$ cat src/rtl/piso_serial_tx.sv
// -----------------------------------------------------------------------------
// piso_serial_tx
//   Parallel-in / serial-out framed transmitter. One data word is taken per
//   valid/ready handshake and sent as a frame:
//     start (0) | data bits | optional even parity | stop (1)
//   Every serial bit is held on sout for clks_per_bit clock cycles.
//
// Parameters
//   data_bitsize : width of the data word (>= 2)
//   clks_per_bit : clock cycles each serial bit is held (>= 1)
//   parity_en    : 1 = append an even-parity bit after the data, 0 = none
//
// Ports
//   clk       : clock, all flops update on the rising edge
//   reset     : synchronous, active-high; aborts any frame in progress
//   din       : parallel word to transmit
//   din_valid : din is valid this cycle
//   din_ready : block can accept a word this cycle (combinational)
//   msb_first : bit order, sampled at accept (1 = MSB first)
//   sout      : registered serial output, idles high
//   busy      : registered, high while a frame is on the line
//   tx_done   : registered one-cycle pulse in the IDLE cycle after a frame
// -----------------------------------------------------------------------------
module piso_serial_tx #(
    parameter int data_bitsize = 4,
    parameter int clks_per_bit = 1,
    parameter int parity_en    = 1
) (
    input  logic                    clk,
    input  logic                    reset,
    input  logic [data_bitsize-1:0] din,
    input  logic                    din_valid,
    output logic                    din_ready,
    input  logic                    msb_first,
    output logic                    sout,
    output logic                    busy,
    output logic                    tx_done
);

    localparam int CW = (clks_per_bit > 1) ? $clog2(clks_per_bit) : 1;
    localparam int BW = (data_bitsize > 1) ? $clog2(data_bitsize) : 1;
    localparam logic [CW-1:0] CYC_LAST = CW'(clks_per_bit - 1);
    localparam logic [BW-1:0] BIT_LAST = BW'(data_bitsize - 1);

    typedef enum logic [2:0] {
        IDLE   = 3'd0,
        START  = 3'd1,
        DATA   = 3'd2,
        PARITY = 3'd3,
        STOP   = 3'd4
    } state_t;

    state_t                  state, state_nxt;
    logic [CW-1:0]           cyc, cyc_nxt;
    logic [BW-1:0]           bitc, bit_nxt;
    logic [data_bitsize-1:0] sh, sh_nxt;
    logic                    par, par_nxt;
    logic                    sout_nxt, busy_nxt, done_nxt;
    logic                    accept, cyc_last, bit_last;

    // The shifter always emits from bit 0, so an MSB-first word is stored
    // reversed at accept time and the datapath never cares about the order.
    function automatic logic [data_bitsize-1:0] bit_reverse(
        input logic [data_bitsize-1:0] v
    );
        logic [data_bitsize-1:0] r;
        for (int i = 0; i < data_bitsize; i++) begin
            r[i] = v[data_bitsize-1-i];
        end
        return r;
    endfunction

    assign din_ready = (state == IDLE) && !reset;
    assign accept    = din_valid && din_ready;
    assign cyc_last  = (cyc == CYC_LAST);
    assign bit_last  = (bitc == BIT_LAST);

    // sout is registered, so the combinational block computes the value the
    // line must carry in the *next* state and the flop presents it one edge
    // later, exactly aligned with the state it belongs to.
    always_comb begin
        state_nxt = state;
        cyc_nxt   = cyc;
        bit_nxt   = bitc;
        sh_nxt    = sh;
        par_nxt   = par;
        sout_nxt  = 1'b1;
        busy_nxt  = 1'b1;
        done_nxt  = 1'b0;

        case (state)
            IDLE: begin
                busy_nxt = 1'b0;
                if (accept) begin
                    state_nxt = START;
                    cyc_nxt   = '0;
                    bit_nxt   = '0;
                    sh_nxt    = msb_first ? bit_reverse(din) : din;
                    par_nxt   = ^din;
                    sout_nxt  = 1'b0;
                    busy_nxt  = 1'b1;
                end
            end

            START: begin
                sout_nxt = 1'b0;
                if (cyc_last) begin
                    state_nxt = DATA;
                    cyc_nxt   = '0;
                    sout_nxt  = sh[0];
                end else begin
                    cyc_nxt = cyc + CW'(1);
                end
            end

            DATA: begin
                sout_nxt = sh[0];
                if (cyc_last) begin
                    cyc_nxt = '0;
                    if (bit_last) begin
                        bit_nxt = '0;
                        if (parity_en != 0) begin
                            state_nxt = PARITY;
                            sout_nxt  = par;
                        end else begin
                            state_nxt = STOP;
                            sout_nxt  = 1'b1;
                        end
                    end else begin
                        bit_nxt  = bitc + BW'(1);
                        sh_nxt   = sh >> 1;
                        // next bit is the one about to land in sh[0]
                        sout_nxt = sh[1];
                    end
                end else begin
                    cyc_nxt = cyc + CW'(1);
                end
            end

            PARITY: begin
                sout_nxt = par;
                if (cyc_last) begin
                    state_nxt = STOP;
                    cyc_nxt   = '0;
                    sout_nxt  = 1'b1;
                end else begin
                    cyc_nxt = cyc + CW'(1);
                end
            end

            STOP: begin
                sout_nxt = 1'b1;
                if (cyc_last) begin
                    state_nxt = IDLE;
                    cyc_nxt   = '0;
                    busy_nxt  = 1'b0;
                    done_nxt  = 1'b1;
                end else begin
                    cyc_nxt = cyc + CW'(1);
                end
            end

            default: begin
                state_nxt = IDLE;
                busy_nxt  = 1'b0;
            end
        endcase
    end

    always_ff @(posedge clk) begin
        if (reset) begin
            state   <= IDLE;
            cyc     <= '0;
            bitc    <= '0;
            sh      <= '0;
            par     <= 1'b0;
            sout    <= 1'b1;
            busy    <= 1'b0;
            tx_done <= 1'b0;
        end else begin
            state   <= state_nxt;
            cyc     <= cyc_nxt;
            bitc    <= bit_nxt;
            sh      <= sh_nxt;
            par     <= par_nxt;
            sout    <= sout_nxt;
            busy    <= busy_nxt;
            tx_done <= done_nxt;
        end
    end

endmodule

$ cat config.mk
export PLATFORM = sky130hd
export DESIGN_NAME = piso_serial_tx
export DESIGN_NICKNAME = d
export VERILOG_FILES = /design/src/rtl/piso_serial_tx.sv
export SDC_FILE = /design/constraint.sdc
export NUM_CORES = 1
export LEC_CHECK = 0
export BUFFER_PORTS_ARGS = -buffer_cell sky130_fd_sc_hd__buf_2
export CORE_MARGIN = 2
export CORE_UTILIZATION = 40
export DETAILED_ROUTE_END_ITERATION = 6
export SLEW_MARGIN = 5
export SYNTH_ARGS = -nofsm -noshare
export SYNTH_HDL_FRONTEND = slang
export SYNTH_SLANG_ARGS = --single-unit
$ cat constraint.sdc
create_clock -name clk -period 1.8 [get_ports clk]
set_input_delay 0.27 -clock clk [delete_from_list [all_inputs] [get_ports clk]]
set_output_delay 0.27 -clock clk [all_outputs]
set_load 0.01 [all_outputs]
==> results of run 1 <==
==> worst max-delay path, stage by stage (launching register included) <==
cell and delay (ps):
dfxtp_1 400, or4_4 590, clkinv_2 80, buf_2 120
==> area by class of cell <==
cell class,instances,area [µm²],area share [%]
multi-input cells,49,380,50.1
clock buffers,4,26.3,3.46
flip-flops and latches,13,260,34.3
repair buffers,12,62.6,8.24
well taps,17,21.3,2.80
inverters,2,8.76,1.15
==> layout by cell type, fill, tap and decap left out, types with 3 or more instances in the layout <==
master,Yosys,layout
a21oi_1,3,3
a221o_1,3,3
buf_2,0,11
clkbuf_4,0,3
dfxtp_1,13,13
mux2i_1,8,8
nand2b_1,3,3
nor3_1,4,4
o211ai_1,3,3
==> power groups by stage <==
stage / sequential [mW] / combinational, mW / clock [mW]
floorplan: 0.382 / 0.279 / 0
global placement: 0.400 / 0.300 / 0
detailed placement: 0.400 / 0.300 / 0
CTS: 0.395 / 0.301 / 0.183
global route: 0.403 / 0.336 / 0.193
finish: 0.395 / 0.300 / 0.176
==> per-layer routing <==
metal / vias to the layer above / share of wire, % / global-route usage, %
li1: 276 / - / -
met1: 249 / 48 / 18.8
met2: 15 / 45 / 20.8
met3: 2 / 5.1 / 5.95
met4: 0 / 0.97 / 3.43
met5: - / 0 / 0
==> logic make-up (layout without fill, tap and decap cells) <==
| group | after synthesis | after routing | synth area share (%) |
|---|---|---|---|
| xor+xnor | 4 | 4 | 4.99 |
| compound gates | 14 | 14 | 15.5 |
| flops | 13 | 13 | 37.1 |
| simple gates | 22 | 22 | 20.5 |
| mux | 8 | 8 | 11.4 |
| buf+inv | 7 | 18 | 8.73 |
| fa+ha+maj | 1 | 1 | 1.78 |
==> flip-flops by register name (all words and copies together) (netlist names) <==
name and flops:
sh 4, tx_done 1, busy 1, sout 1, par 1, bitc 2
state 3
==> worst max-delay path by stage <==
stage	cells after the start	slack [ps]	start	end
final	3	70	state[0]	din_ready
after global routing	3	3	state[0]	din_ready
after CTS	3	50	state[0]	din_ready
after detailed placement	3	340	state[1]	sh[2]
after global placement	3	360	state[1]	sh[2]
after floorplan	5	400	state[0]	par
==> parameters.txt, run 1 <==
Parameter                              Value

Clock tree
  Latest clock arrival within the worst-skew pair ... around 270 ps
  Post-CTS Repair Setup Buffers ... 0
  Level count of the clock H-tree ... 1
  Number of buffers created by CTS ... 3
  TritonCTS clock tree ... built
  Clk slew on worst S/H paths ... 80 ps
  Maximum clock insertion buffer count ... 2
  Clk sinks ... 13
  Cell chosen for the clock root ... clkbuf_4
  Post-CTS Hold Buffers ... 0
  Post-cts sizing count ... 0

Placed design
  Placement-stage worst setup slack ... about 340 ps
  Placed cell count ... 93
  Placed cell areas ... 733 µm²
  Post-detailed-placement half-perimeter wirelength ... 915 µm
  Count of buffers inserted at the top-level ports ... 11
  GP Congestion ... 0.721

Layout
  Number of nets in the layout ... 90
  Final non-filler cell area ... 759 µm²
  Layout cell share with drive strength beyond 1 ... 26.3%
  Diode count ... 0
  Final-layout fill cell count ... 185
  Finished Layout Cells ... 97
  Area Overhead vs Synth ... 8.20%
  Post-layout util ... 45.0%

Route
  Post-route DRC ... 0
  Iter 0 DRT Violations ... 18
  Total detailed-routing wirelength ... 1230 µm
  Antenna Nets Post-Route ... 0
  Total via count after detailed routing ... around 540
  Initial DRT Pass Iterations ... 4
  DR vias/cell ... 5.59
  Routed length per placed instance ... approximately 13 µm

Timing
  Slew at the pin closest to its max-slew limit ... 386 ps
  TNS Setup ... 0 ps
  Max Clock Freq ... 577 MHz
  Worst Skew ... 7.28 ps
  Max-slew violation count ... 0
  Worst slew margin relative to its limit ... roughly three quarters
  Setup slack of the critical path after layout ... 66.5 ps
  Final setup violating endpoints ... 0
  Worst-case hold slack ... between 200 and 300 ps
  Final cycle utilization of the critical path ... 96.3%
  Unrepaired setup endpoints after global routing ... false
  Time the final worst path needs with I/O delays and setup ... 1730 ps
  Final-report hold violation count ... 0

Power
  Design Power ... 0.871 mW
  Internal power consumption ... around 0.58 mW
  Static Leakage ... 0.317 nW
  Proportion of total power due to net switching ... 33.4%
  Net switching power of the design ... about 0.29 mW
  Peak supply drop ... 0.785 mV
  Power density cells ... 1150 nW/µm²
  Portion of total power attributed to sequential cells ... 45.4%
  Part of the total power dissipated in combinational logic ... 34.4%
  Clock power frac ... 20.2%

Logic synthesis
  Sequential cell area fraction in the yosys report ... 37.1%
  Prevailing post-synth register cell ... dfxtp_1
  Share of Yosys cell area claimed by the top area cell type ... 37.1%
  Synth cell count leaders ... 13 x dfxtp_1, 8 x mux2i_1, 4 x nor3_1
  Top area cells in the synthesized netlist ... dfxtp_1 37%, mux2i_1 11%, buf_6 4.8%
  EDFF count, synth ... 0
  Cell count after synthesis ... between 60 and 70
  Post-synthesis average cell area ... roughly 10 µm²
  Largest area contributor in the synthesized netlist ... dfxtp_1
  Share of synthesized flip-flops with an asynchronous set or reset ... 0%
  Number of nets in the synthesized netlist ... 78
  Top-count cell post-synth ... dfxtp_1
  Count of different cell masters after synthesis ... 30
  Total of flip-flops plus latches after synthesis ... 13
  Synthesis Warnings ... 0
  Summed instance area of the synthesized netlist ... 702 µm²

Worst setup path
  Critical path data arrival time ... 1460 ps
  Type of the setup path with the least slack ... reg2out
  End of the worst register-to-register path ... sh[2]
  R2R setup slack ... 320 ps
  Critical path endpoint category ... output port
  Peak fanout along the critical path ... 9
  Worst-case reg-to-reg path depth ... 3
  Critical R2R Launch ... state[1]
  Sort of element at the start of the critical path ... flop
  Endpoint required time on the critical path ... 1530 ps

Floorplanning
  Height of the die ... 45.9 µm
  Number of top-level pins ... 12
  Floorplan die width ... approximately 46 µm
  Count of standard-cell rows ... 15
  Core Region ... 1690 µm²
  Die footprint ... 2110 µm²
  Effective utilization at floorplan ... 41.6%

Global routing
  First-pass GRT wire length ... 2070 µm
  Maximum number of pins on one net before global-route repair ... 17
  Total global routing track utilization ... 14.1%
  Remaining Overflow, GRT ... 0
  Number of global-route vias before repair ... 480
  Number of antenna violations at the first check in global routing ... 0

Min path
  Hold path start ... din_valid
  Number of cells traversed by the worst hold path ... 2
  Hold Path End ... par
  Kind of path behind the tightest hold check ... in2reg

Run status
  Run status ... complete, no violations

Flow run
  Max capacitance violation total ... 0
Power figures use the tool's default switching activity.
==> inputs of run 2 (changes only) <==
--- a/config.mk
+++ b/config.mk
@@ -8,6 +8,7 @@
 export BUFFER_PORTS_ARGS = -buffer_cell sky130_fd_sc_hd__buf_2
 export CORE_MARGIN = 2
 export CORE_UTILIZATION = 40
+export CTS_BUF_LIST = sky130_fd_sc_hd__clkbuf_16
 export DETAILED_ROUTE_END_ITERATION = 6
 export SLEW_MARGIN = 5
 export SYNTH_ARGS = -nofsm -noshare
==> parameters.txt, run 2 (same netlist as run 1, synthesis figures left out) <==
Parameter                              Value

Run status
  Run status ... complete, no violations

Route
  Total detailed-routing wirelength ... 1190 µm (-3.3%)
  Routed length per placed instance ... 12.3 µm (-3.3%)
  Initial DRT Pass Iterations ... 4 (unchanged)
  DR vias/cell ... 5.53 (-1.1%)
  Total via count after detailed routing ... 536 (-1.1%)
  Antenna Nets Post-Route ... 0 (unchanged)
  Post-route DRC ... 0 (unchanged)
  Iter 0 DRT Violations ... 13 (-5)

Clock tree
  Post-CTS Repair Setup Buffers ... 0 (unchanged)
  Post-CTS Hold Buffers ... 0 (unchanged)
  Number of buffers created by CTS ... 3 (unchanged)
  Clk sinks ... 13 (unchanged)
  Cell chosen for the clock root ... clkbuf_16
  Clk slew on worst S/H paths ... 50 ps (-30 ps)
  TritonCTS clock tree ... built
  Level count of the clock H-tree ... 1 (unchanged)
  Maximum clock insertion buffer count ... 2 (unchanged)
  Post-cts sizing count ... 0 (unchanged)
  Latest clock arrival within the worst-skew pair ... 240 ps (-30 ps)

Worst setup path
  Sort of element at the start of the critical path ... flop
  Peak fanout along the critical path ... 9 (unchanged)
  Type of the setup path with the least slack ... reg2out
  Critical path data arrival time ... 1410 ps (-50 ps)
  Critical path endpoint category ... output port
  Endpoint required time on the critical path ... 1530 ps (about the same)

Layout
  Most common cell after layout, fill and taps aside ... dfxtp_1
  Max reg flops ... 4 (unchanged)
  Area Overhead vs Synth ... 15.7%
  Diode count ... 0 (unchanged)
  Commonest cells after routing, fill and taps aside ... 13 x dfxtp_1, 11 x buf_2, 8 x mux2i_1, 4 x nor3_1
  Register bank with the most flops ... sh
  Post-layout util ... 48.1% (+3.1 points)
  Top flop regs ... sh (4), state (3), bitc (2)
  Layout cell share with drive strength beyond 1 ... 26.3% (unchanged)
  Number of nets in the layout ... 90 (unchanged)

Global routing
  Total global routing track utilization ... 14.1% (unchanged)
  Number of antenna violations at the first check in global routing ... 0 (unchanged)
  Number of global-route vias before repair ... 480 (unchanged)
  First-pass GRT wire length ... 2090 µm (+0.97%)
  Maximum number of pins on one net before global-route repair ... 17 (unchanged)
  Remaining Overflow, GRT ... 0 (unchanged)

Placed design
  Placement-stage worst setup slack ... 341 ps (unchanged)
  Post-detailed-placement half-perimeter wirelength ... 915 µm (unchanged)
  GP Congestion ... 0.721 (unchanged)
  Count of buffers inserted at the top-level ports ... 11 (unchanged)

Power
  Power density cells ... 1360 nW/µm² (+19%)
  Clock power frac ... 37.1% (+17 points)
  Static Leakage ... 0.344 nW (+8.6%)
  Net switching power of the design ... 0.317 mW (+8.7%)
  Peak supply drop ... 0.562 mV (-28%)
  Portion of total power attributed to sequential cells ... 35.8% (-9.6 points)
  Internal power consumption ... 0.788 mW (+36%)
  Proportion of total power due to net switching ... 28.7% (-4.8 points)
  Part of the total power dissipated in combinational logic ... 27.0% (-7.4 points)

Timing
  Time the final worst path needs with I/O delays and setup ... 1680 ps (-48.6 ps)
  Max-slew violation count ... 0 (unchanged)
  Final cycle utilization of the critical path ... 93.6% (-2.7 points)
  Worst Skew ... 4.49 ps (-2.78 ps)
  Setup slack of the critical path after layout ... 115 ps (+48.6 ps)
  Final-report hold violation count ... 0 (unchanged)
  Final setup violating endpoints ... 0 (unchanged)
  Unrepaired setup endpoints after global routing ... false
  Max Clock Freq ... 593 MHz (+2.9%)
  Worst slew margin relative to its limit ... 75.2% (+1.0 points)
  TNS Setup ... 0 ps (unchanged)
  Slew at the pin closest to its max-slew limit ... 370 ps (-15.6 ps)

Floorplanning
  Number of top-level pins ... 12 (unchanged)
  Count of standard-cell rows ... 15 (unchanged)
  Height of the die ... 45.9 µm (unchanged)
  Effective utilization at floorplan ... 41.6% (unchanged)
  Core Region ... 1690 µm² (unchanged)
  Die footprint ... 2110 µm² (unchanged)
  Floorplan die width ... 45.9 µm (unchanged)

Flow run
  Max capacitance violation total ... 0 (unchanged)

Min path
  Kind of path behind the tightest hold check ... in2reg
==> run 2: cell types whose count changed in the layout (fill, tap and decap cells not counted) <==
cell and delta:
clkbuf_16 +3, inv_1 +1, clkbuf_4 -3, clkbuf_1 -1
==> run 2: layer usage <==
layer | vias to the layer above | share of wire [%] | global-route usage [%]
met5 | - | 0 | 0
met4 | 0 | 0.75 | 3.43
met3 | 2 | 8.2 | 5.95
met2 | 21 | 44 | 20.0
met1 | 238 | 47 | 19.5
li1 | 275 | - | -
==> run 2: worst max-delay path, cell delays in order, from the launching register on <==
cell	delay, ps
dfxtp_1	380
or4_4	580
clkinv_2	80
buf_2	120
==> run 2: power by group through the flow <==
stage               Sequential (mW)  Clock (mW)  Combinational, mW
detailed placement            0.400           0              0.300
CTS                           0.395       0.420              0.300
global placement              0.400           0              0.300
global route                  0.405       0.428              0.336
finish                        0.396       0.410              0.298
floorplan                     0.382           0              0.279
==> run 2: layout make-up <==
type                            instances  area, µm²
Clock buffer                            3       75.1
Sequential cell                        13        260
Tap cell                               17       21.3
Fill cell                             182        877
Multi-Input combinational cell         49        380
Timing Repair Buffer                   12       62.6
Inverter                                2       8.76
Clock inverter                          1       3.75
==> run 2: metrics by stage <==
step	area [µm²]	hold WS, ps	std cells	power (mW)
after CTS	812	302	97	1.12
after floorplan	702	366	69	0.661
after global routing	812	330	97	1.17
final	812	305	97	1.10
after global placement	733	477	93	0.700
after detailed placement	733	481	93	0.700
==> run 2: path summary, 6_finish.rpt <==
check / startpoint / endpoint / slack [ps] / cells past startpoint
max: state[0] / din_ready / 120 / 3
min: din_valid / par / 310 / 2
max reg2reg: state[1] / sh[2] / 320 / 3
min reg2reg: sh[3] / sh[3] / 480 / 2
==> inputs of run 3 (changes only) <==
--- a/config.mk
+++ b/config.mk
@@ -5,7 +5,7 @@
 export SDC_FILE = /design/constraint.sdc
 export NUM_CORES = 1
 export LEC_CHECK = 0
-export BUFFER_PORTS_ARGS = -buffer_cell sky130_fd_sc_hd__buf_2
+export BUFFER_PORTS_ARGS = -buffer_cell sky130_fd_sc_hd__buf_4
 export CORE_MARGIN = 2
 export CORE_UTILIZATION = 40
 export CTS_BUF_LIST = sky130_fd_sc_hd__clkbuf_16
==> parameters.txt, run 3 (same netlist as run 1, synthesis figures left out) <==
Parameter                              Value

Global routing
  Number of global-route vias before repair ... 485 (+1.0%)
  First-pass GRT wire length ... 2100 µm (+0.33%)
  Remaining Overflow, GRT ... 0 (unchanged)
  Maximum number of pins on one net before global-route repair ... 17 (unchanged)
  Total global routing track utilization ... 13.8% (-0.24 points)
  Number of antenna violations at the first check in global routing ... 0 (unchanged)

Min path
  Hold path start ... din_valid
  Kind of path behind the tightest hold check ... in2reg
  Number of cells traversed by the worst hold path ... 2 (unchanged)
  Hold Path End ... par

Worst setup path
  Worst-case reg-to-reg path depth ... 3 (unchanged)
  Critical path endpoint category ... output port
  Cell type of the slowest stage on the worst timing path ... or4_4
  Peak fanout along the critical path ... 9 (unchanged)
  End of the worst register-to-register path ... sh[0]
  Endpoint required time on the critical path ... 1530 ps (about the same)
  Critical R2R Launch ... state[1]
  Type of the setup path with the least slack ... reg2out
  Critical Path, Cell by Cell ... or4_4 -> clkinv_2 -> buf_4
  Sort of element at the start of the critical path ... flop
  Critical path data arrival time ... 1410 ps (about the same)
  CP peak stage delay ... 580 ps (about the same)
  R2R setup slack ... 320 ps (about the same)

Route
  Routed length per placed instance ... 12.9 µm (+5.0%)
  Post-route DRC ... 0 (unchanged)
  Total detailed-routing wirelength ... 1250 µm (+5.0%)
  DR vias/cell ... 5.46 (-1.1%)
  Initial DRT Pass Iterations ... 4 (unchanged)
  Iter 0 DRT Violations ... 11 (-2)
  Antenna Nets Post-Route ... 0 (unchanged)
  Total via count after detailed routing ... 530 (-1.1%)

Placed design
  Post-detailed-placement half-perimeter wirelength ... 956 µm (+4.5%)
  Count of buffers inserted at the top-level ports ... 11 (unchanged)
  Placed cell count ... 93 (unchanged)
  Placement-stage worst setup slack ... 325 ps (-15.4 ps)
  GP Congestion ... 0.719 (-0.37%)
  Placed cell areas ... 761 µm² (+3.8%)

Floorplanning
  Height of the die ... 45.9 µm (unchanged)
  Die footprint ... 2110 µm² (unchanged)
  Effective utilization at floorplan ... 41.6% (unchanged)
  Number of top-level pins ... 12 (unchanged)
  Count of standard-cell rows ... 15 (unchanged)
  Floorplan die width ... 45.9 µm (unchanged)
  Core Region ... 1690 µm² (unchanged)

Clock tree
  Post-CTS Hold Buffers ... 0 (unchanged)
  Clk slew on worst S/H paths ... 40 ps (about the same)
  TritonCTS clock tree ... built
  Maximum clock insertion buffer count ... 2 (unchanged)
  Clk sinks ... 13 (unchanged)
  Level count of the clock H-tree ... 1 (unchanged)
  Number of buffers created by CTS ... 3 (unchanged)
  Cell chosen for the clock root ... clkbuf_16
  Post-CTS Repair Setup Buffers ... 0 (unchanged)
  Latest clock arrival within the worst-skew pair ... 240 ps (about the same)
  Post-cts sizing count ... 0 (unchanged)

Layout
  Diode count ... 0 (unchanged)
  Top flop regs ... sh (4), state (3), bitc (2)
  Number of nets in the layout ... 90 (unchanged)
  Register bank with the most flops ... sh
  Finished Layout Cells ... 97 (unchanged)
  Layout cell share with drive strength beyond 1 ... 26.3% (unchanged)
  Final-layout fill cell count ... 169 (-7.1%)
  Area Overhead vs Synth ... 19.6%
  Max reg flops ... 4 (unchanged)
  Commonest cells after routing, fill and taps aside ... 13 x dfxtp_1, 12 x buf_4, 8 x mux2i_1, 4 x nor3_1
  Most common cell after layout, fill and taps aside ... dfxtp_1
  Post-layout util ... 49.7% (+1.6 points)
  Final non-filler cell area ... 840 µm² (+3.4%)

Timing
  Final setup violating endpoints ... 0 (unchanged)
  Unrepaired setup endpoints after global routing ... false
  Worst slew margin relative to its limit ... 71.6% (-3.6 points)
  TNS Setup ... 0 ps (unchanged)
  Slew at the pin closest to its max-slew limit ... 424 ps (+54.0 ps)
  Setup slack of the critical path after layout ... 121 ps (+5.52 ps)
  Final cycle utilization of the critical path ... 93.3% (-0.31 points)
  Max Clock Freq ... 595 MHz (+0.33%)
  Worst Skew ... 3.58 ps (-0.917 ps)
  Final-report hold violation count ... 0 (unchanged)
  Max-slew violation count ... 0 (unchanged)
  Time the final worst path needs with I/O delays and setup ... 1680 ps (-5.52 ps)

Run status
  Run status ... complete, no violations

Power
  Static Leakage ... 0.353 nW (+2.4%)
  Peak supply drop ... 0.576 mV (+2.5%)
  Power density cells ... 1330 nW/µm² (-2.0%)

Flow run
  Max capacitance violation total ... 0 (unchanged)
run 3: cell counts in the layout (fill, tap and decap cells not counted):
No cell type changed its count.
run 3: per-stage QoR:
step	hold slack (ps)	total power, mW
finish	273	1.12
global route	280	1.18
CTS	271	1.13
detailed placement	477	0.718
global placement	475	0.716
floorplan	366	0.661
run 3: worst max-delay path by stage:
stage | startpoint | to | slack, ps
after floorplan | state[0] | par | 400
after global placement | state[1] | sh[2] | 350
after detailed placement | state[1] | sh[0] | 330
after CTS | state[0] | din_ready | 110
after global routing | state[0] | din_ready | 60
final | state[0] | din_ready | 120
run 3: layout make-up:
| cell class | count | area, µm² | share of cell area (%) |
|---|---|---|---|
| clock buffers | 3 | 75.1 | 8.94 |
| clock inverters | 1 | 3.75 | 0.447 |
| inverters | 2 | 8.76 | 1.04 |
| multi-input cells | 49 | 380 | 45.3 |
| flip-flops and latches | 13 | 260 | 31.0 |
| well taps | 17 | 21.3 | 2.53 |
| repair buffers | 12 | 90.1 | 10.7 |
run 3: critical path: cells and delay by family (launching register included):
family,cells,cell delay (ps)
simple gates,1,580
flops,1,380
buf+inv,2,200
run 3: layer usage:
metal  track usage, %  wire length, µm  vias to the layer above
li1                 -                -                      272
met2             20.0              536                       12
met5                0                0                        -
met1             19.5              655                      246
met3             5.95               61                        0
met4             1.71                0                        0
run 3: where the power goes:
| part | total (mW) | switching (mW) | internal, mW |
|---|---|---|---|
| registers | 0.398 | 0.0506 | 0.347 |
| clock network | 0.405 | 0.113 | 0.292 |
| logic | 0.317 | 0.155 | 0.162 |
| total | 1.12 | 0.319 | 0.801 |
